`config.mk`:
```
export PLATFORM = sky130hd
export DESIGN_NAME = muxn_pipe
export DESIGN_NICKNAME = d
export VERILOG_FILES = /design/src/rtl/muxn_pipe.sv
export SDC_FILE = /design/constraint.sdc
export NUM_CORES = 1
export LEC_CHECK = 0
export BUFFER_PORTS_ARGS = -buffer_cell sky130_fd_sc_hd__buf_2
export CAP_MARGIN = 30
export CORE_ASPECT_RATIO = 2
export CORE_MARGIN = 1.5
export CORE_UTILIZATION = 42
export CTS_BUF_LIST = sky130_fd_sc_hd__clkbuf_8
export CTS_CLUSTER_SIZE = 25
export DETAILED_ROUTE_END_ITERATION = 8
export GPL_TIMING_DRIVEN = 0
export PLACE_DENSITY = 0.89
export SLEW_MARGIN = 10
export SYNTH_ARGS = -nofsm -noshare
export SYNTH_HDL_FRONTEND = slang
export SYNTH_SLANG_ARGS = --single-unit
export TNS_END_PERCENT = 5
```
`constraint.sdc`:
```
create_clock -name clk -period 3.2 [get_ports clk]
set_input_delay 0.48 -clock clk [delete_from_list [all_inputs] [get_ports clk]]
set_output_delay 0.48 -clock clk [all_outputs]
set_load 0.005 [all_outputs]
```
`src/rtl/muxn_pipe.sv`:
```
// muxn_pipe: N-way registered selector with valid/ready handshake; define MUXN_SKID_EN for the 2-entry skid variant.
module muxn_pipe #(
  parameter int WIDTH = 32,
  parameter int N = 4,
  parameter int SW = ($clog2(N) < 1) ? 1 : $clog2(N)
) (
  input  logic             clk,
  input  logic             rst,
  input  logic             flush,
  input  logic [N*WIDTH-1:0] in_data,
  input  logic [SW-1:0]    in_sel,
  input  logic             in_valid,
  output logic             in_ready,
  output logic [WIDTH-1:0] out_data,
  output logic [SW-1:0]    out_sel,
  output logic             out_valid,
  input  logic             out_ready,
  output logic             sel_err
);
  localparam logic [SW:0] NL = (SW+1)'(N);
  logic [WIDTH-1:0] sel_data;
  logic oor, accept, xfer;
  assign oor = {1'b0, in_sel} >= NL;
  assign accept = in_valid && in_ready;
  assign xfer = out_valid && out_ready;
  always_comb begin
    sel_data = '0;
    for (int k = 0; k < N; k++)
      if (in_sel == SW'(k)) sel_data = in_data[k*WIDTH +: WIDTH];
  end
`ifdef MUXN_SKID_EN
  logic [WIDTH-1:0] skid_data;
  logic [SW-1:0] skid_sel;
  logic skid_valid, to_main;
  assign in_ready = !skid_valid && !flush;
  assign to_main = accept && (!out_valid || (xfer && !skid_valid));
`else
  assign in_ready = (!out_valid || out_ready) && !flush;
`endif
  always_ff @(posedge clk) begin
    if (rst) begin
      out_valid <= 1'b0;
      out_data <= '0;
      out_sel <= '0;
      sel_err <= 1'b0;
`ifdef MUXN_SKID_EN
      skid_valid <= 1'b0;
      skid_data <= '0;
      skid_sel <= '0;
`endif
    end else begin
      if (accept && oor) sel_err <= 1'b1;
`ifdef MUXN_SKID_EN
      if (flush) begin
        out_valid <= 1'b0;
        skid_valid <= 1'b0;
      end else begin
        if (xfer && skid_valid) begin
          out_data <= skid_data;
          out_sel <= skid_sel;
          out_valid <= 1'b1;
        end else if (to_main) begin
          out_data <= sel_data;
          out_sel <= in_sel;
          out_valid <= 1'b1;
        end else if (xfer) out_valid <= 1'b0;
        if (accept && !to_main) begin
          skid_data <= sel_data;
          skid_sel <= in_sel;
          skid_valid <= 1'b1;
        end else if (xfer) skid_valid <= 1'b0;
      end
`else
      if (flush) out_valid <= 1'b0;
      else if (accept) begin
        out_data <= sel_data;
        out_sel <= in_sel;
        out_valid <= 1'b1;
      end else if (xfer) out_valid <= 1'b0;
`endif
    end
  end
endmodule

```
After elaboration in Yosys (flattened, before gate mapping) --
Cells that the tools add are included.
Storage, ports and cells: logic and storage cells 23, bits in writable memories 0, register bits 35, ROM bits 0, bits in latches 0, input bits 135, memories kept 0
Cells by class: multiplexer cells 6, div/mod/pow operators 0, equal/unequal tests 3, add/subtract/negate cells 0, magnitude comparators 0, shift-type cells 0, multipliers 0, reduce and logical (&&, ||, !) cells 10, bitwise gates (word level) 1
Operator list (count):
- 2-to-1 mux 32 bit | 4
- == test 2 bit, second input constant | 2
- logical AND 1 bit | 3
- == test 2 x 1 -> 1 bit, second input constant | 1
- logical NOT 1 bit | 2
- logical NOT 2 bit | 1
- 2-to-1 mux 1 bit | 2
- AND reduction 2 bit | 1
- nonzero test 2 bit | 1
- OR reduction 2 bit | 1
- logical OR 1 bit | 1
- NOT 1 bit | 1

Depth between registers and ports, before layout --
word-level depth 5, gate-level depth with buffers 4

Least setup slack after synthesis --
OpenSTA, ideal clock, no wires.
path type in2reg, start point input in_sel[0], end point register out_data[0], data required time 3.083 ns, path slack 1.665 ns, arrival 1.418 ns, setup time 0.117 ns, path buffers 2, stages on the path 4, cells stage by stage buf_6 > buf_6 > mux4_2 > a22o_1
On the way: longest elaborated chain between the ends 5
Ends and longest elaborated chain:
- start, declared | RTL line 11 | input logic [SW-1:0] in_sel,
- logical NOT 2 bit | RTL line 29 | if (in_sel == SW'(k)) sel_data = in_data[k*WIDTH +: WIDTH];
- 2-to-1 mux 32 bit (3 in a row) | RTL line 29
- 2-to-1 mux 32 bit (*) | RTL line 29
- end signal, assigned | RTL line 76 | out_data <= sel_data;
- end, declared | RTL line 14 | output logic [WIDTH-1:0] out_data,
Mark *: on every way between the ends. The rest lies on a longest branch, timed or not. A chain may end at the register's enable or synchronous reset.

Worst setup path after layout --
start point register out_valid, end point output in_ready
On the way: longest elaborated chain between the ends 3
Ends and longest elaborated chain:
- start, declared | RTL line 16 | output logic out_valid,
- start signal, assigned | RTL line 42 | out_valid <= 1'b0;
- start signal, assigned | RTL line 74 | if (flush) out_valid <= 1'b0;
- start signal, assigned | RTL line 78 | out_valid <= 1'b1;
- logical NOT 1 bit | RTL line 38 | assign in_ready = (!out_valid || out_ready) && !flush;
- logical OR 1 bit | RTL line 38
- logical AND 1 bit | RTL line 38
- end, declared | RTL line 13 | output logic in_ready,
Every way passes these cells.

==> impl_results.md <==
* Outcome: complete, no violations
* Non-filler cells in the finished layout at 358
* Leading cell types by count after synthesis: sky130_fd_sc_hd__dfxtp_1 (35), sky130_fd_sc_hd__a22o_1 (32), sky130_fd_sc_hd__mux4_2 (29)
* Largest area contributor in the netlist: sky130_fd_sc_hd__dfxtp_1
* Vias per cell at 5.45
* Number of synthesized register bits at 35
* Critical path required time at 2720 ps
* Share of cells above drive strength 1 at 0.727
* Highest ir drop seen on vdd at 0.000280 V
* Gate count after technology mapping at 129
* EDFF count, synth at 0
* Top flip-flop cell by instance count after synthesis: sky130_fd_sc_hd__dfxtp_1
* Total Negative Setup Slacks at 0 ps
* Number of buffers inserted to repair setup after CTS at 0
* Max Clock Freq at 604 MHz
* Synth cell types at 20
* Launch instance of the worst register-to-register path: out_valid
* Largest net degree at the start of global routing at 11
* Top-Level Pins at 172
* Pre-antenna DRT Iters at 4
* Number of max-slew violations in the final report at 0
* Max_cap viols at 0
* Library cell contributing the largest single delay on the critical path: sky130_fd_sc_hd__nor2b_1
* Critical path launch point: out_valid
* Cell Chain, Critical Path: nor2b_1, nor2_1, buf_2
* Final hold vios at 0
* Number of endpoints failing setup at the final stage at 0
* Cts bufs inserted at 5
* Design area at 0.00292 mm2
* Share of synthesized registers carrying an async set or reset at 0
* Post-cts repair resize count at 0
* CP Max Fanout at 4
* Gp weighted congestion at 0.873
* Area share of the largest cell type after synthesis at 0.365
* Area of the core region at 0.00438 mm2
* Via count of the first global-routing pass at 1,989
* Arr. time, crit path at 1180 ps
* Number of nets produced by synthesis at 264
* Final wirelength at 6.01 mm
* Post-layout power at 0.00105 W
* Wire length of the first global-routing pass at 9.07 mm
* Power density normalized to cell area at 361 mW/mm2
* Signed area change from the synthesized netlist to the final layout at 51.9%
* Dpl cells at 351
* Total DRC errors in the routed layout at 0
* Die height at 98.6 um
* Antenna Diode Count at 0
* Post-DP Area at 0.00283 mm2
* Leading cell types by total area after synthesis: sky130_fd_sc_hd__dfxtp_1 (36%), sky130_fd_sc_hd__mux4_2 (34%), sky130_fd_sc_hd__a22o_1 (15%)
* PortBufs at 168
* Utilization of the core after routing at 0.666
* Die X at 50.8 um
* TritonCTS sink count at 35
* Number of core rows at 34
* Total congestion overflow after global routing at 0
* Hold Buf Count CTS at 0
* Overall via count from detail_route at 1,951
* DRT antenna net count at 0
* Path type of the worst setup path: register to primary output
* Number of warnings reported in the yosys synthesis log at 0
* Worst-Skew Late Latency at 280 ps
* Starting Density at 0.438
* Count leader, synth: sky130_fd_sc_hd__dfxtp_1
* Die Outline Area at 0.00501 mm2
* Initial drt markers at 34
* Cell family contributing the most delay on the critical path: simple AND/OR/NAND/NOR gates
* Fillcell total at 341
* Worst stage delay on the critical path at 360 ps
* CP bufs+invs at 1
* Cell chosen for the clock root: sky130_fd_sc_hd__clkbuf_8
* Clock transition at path regs at 70 ps
* Detail-routed net length per standard cell at 16.8 um
* Per-instance average area after synthesis at 14.9 um2
* Final cycle utilization of the critical path at 0.517
* Class of the most critical hold timing path: input port to register
* Clock tree from TritonCTS: built
* Area of the mapped netlist at 0.00192 mm2
* Startpoint kind of the worst setup timing path: register
* Standby leakage power at 1.47 nW
* Global-route usage over all layers at 0.238
* Endpoint class of the critical path: primary output
* Fin Clk Skew at 3.95 ps
* Half-perimeter wire length after detailed placement at 5.19 mm
* Setup repair after global routing missed its margin: false
* Portion of the post-synthesis area used by sequential elements at 0.365
* Number of nets in the layout at 439
* H-tree level count at 2
* Maximum buffer depth of the clock tree at 2
* Number of antenna violations at the first check in global routing at 0
* Origin of the worst min-delay path: rst
* Post-layout min period at 1660 ps
[cell families (layout without fill, tap and decap cells)]
family                 count (synthesis)  after routing  synth area share
flip-flops                            35             35             0.365
buffers and inverters                 17            192            0.0567
AO/OA/AOI/OAI                         38             38             0.169
AND/OR/NAND/NOR                        6              6            0.0261
multiplexers                          32             32             0.381
other                                  1              1           0.00195
[area by class of cell]
cell class | instances | area, um2 | area share
timing repair buffer | 168 | 841 | 0.288
tap | 54 | 67.6 | 0.0232
sequential | 35 | 701 | 0.240
buffer | 15 | 101 | 0.0347
clock buffer | 6 | 82.6 | 0.0283
clock inverter | 1 | 5.00 | 0.00172
multi-input combinational | 77 | 1110 | 0.381
inverter | 2 | 7.51 | 0.00257
[placed cells by master (no fill, tap or decap), drive strengths merged]
| cell type | n |
|---|---|
| clkbuf | 7 |
| buf | 182 |
| nand4 | 2 |
| nor2b | 1 |
| conb | 1 |
| nand2b | 1 |
| nor4 | 1 |
| a211oi | 1 |
| a21oi | 2 |
| clkinv | 1 |
| nor2 | 1 |
| a22o | 32 |
| mux4 | 32 |
| o31ai | 2 |
| inv | 2 |
| a31oi | 1 |
| dfxtp | 35 |
[registers in the layout (all words and copies together), names as in the netlist]
| signal | count |
|---|---|
| out_valid | 1 |
| out_sel | 2 |
| out_data | 32 |
[power breakdown]
part	internal, W	switching, W
Clock	0.000169	0.000149
Combinational	0.000165	0.0000980
Sequential	0.000461	0.0000129
Total	0.000794	0.000260
[through the flow]
step           setup WS, ps  hold slack [ps]
2_1_floorplan          1670              458
3_5_place_dp           1510              460
6_report               1540              454
5_1_grt                1430              458
3_3_place_gp           1530              455
4_1_cts                1520              441
[worst paths after layout]
check	cells after the start	to	slack (ps)
min	2	out_sel[0]	450
min reg2reg	1	out_data[15]	480
max	3	in_ready	1540
max reg2reg	4	out_data[5]	1840
[routing by layer]
metal	wire, um	part of all wire	up-vias	track usage
met1	2110	0.35	912	0.248
met5	0	0	-	0
met3	454	0.076	8	0.0379
li1	-	-	902	-
met2	3340	0.56	129	0.462
met4	101	0.017	0	0.0790
Note: power is estimated with default switching activity, not from simulation.
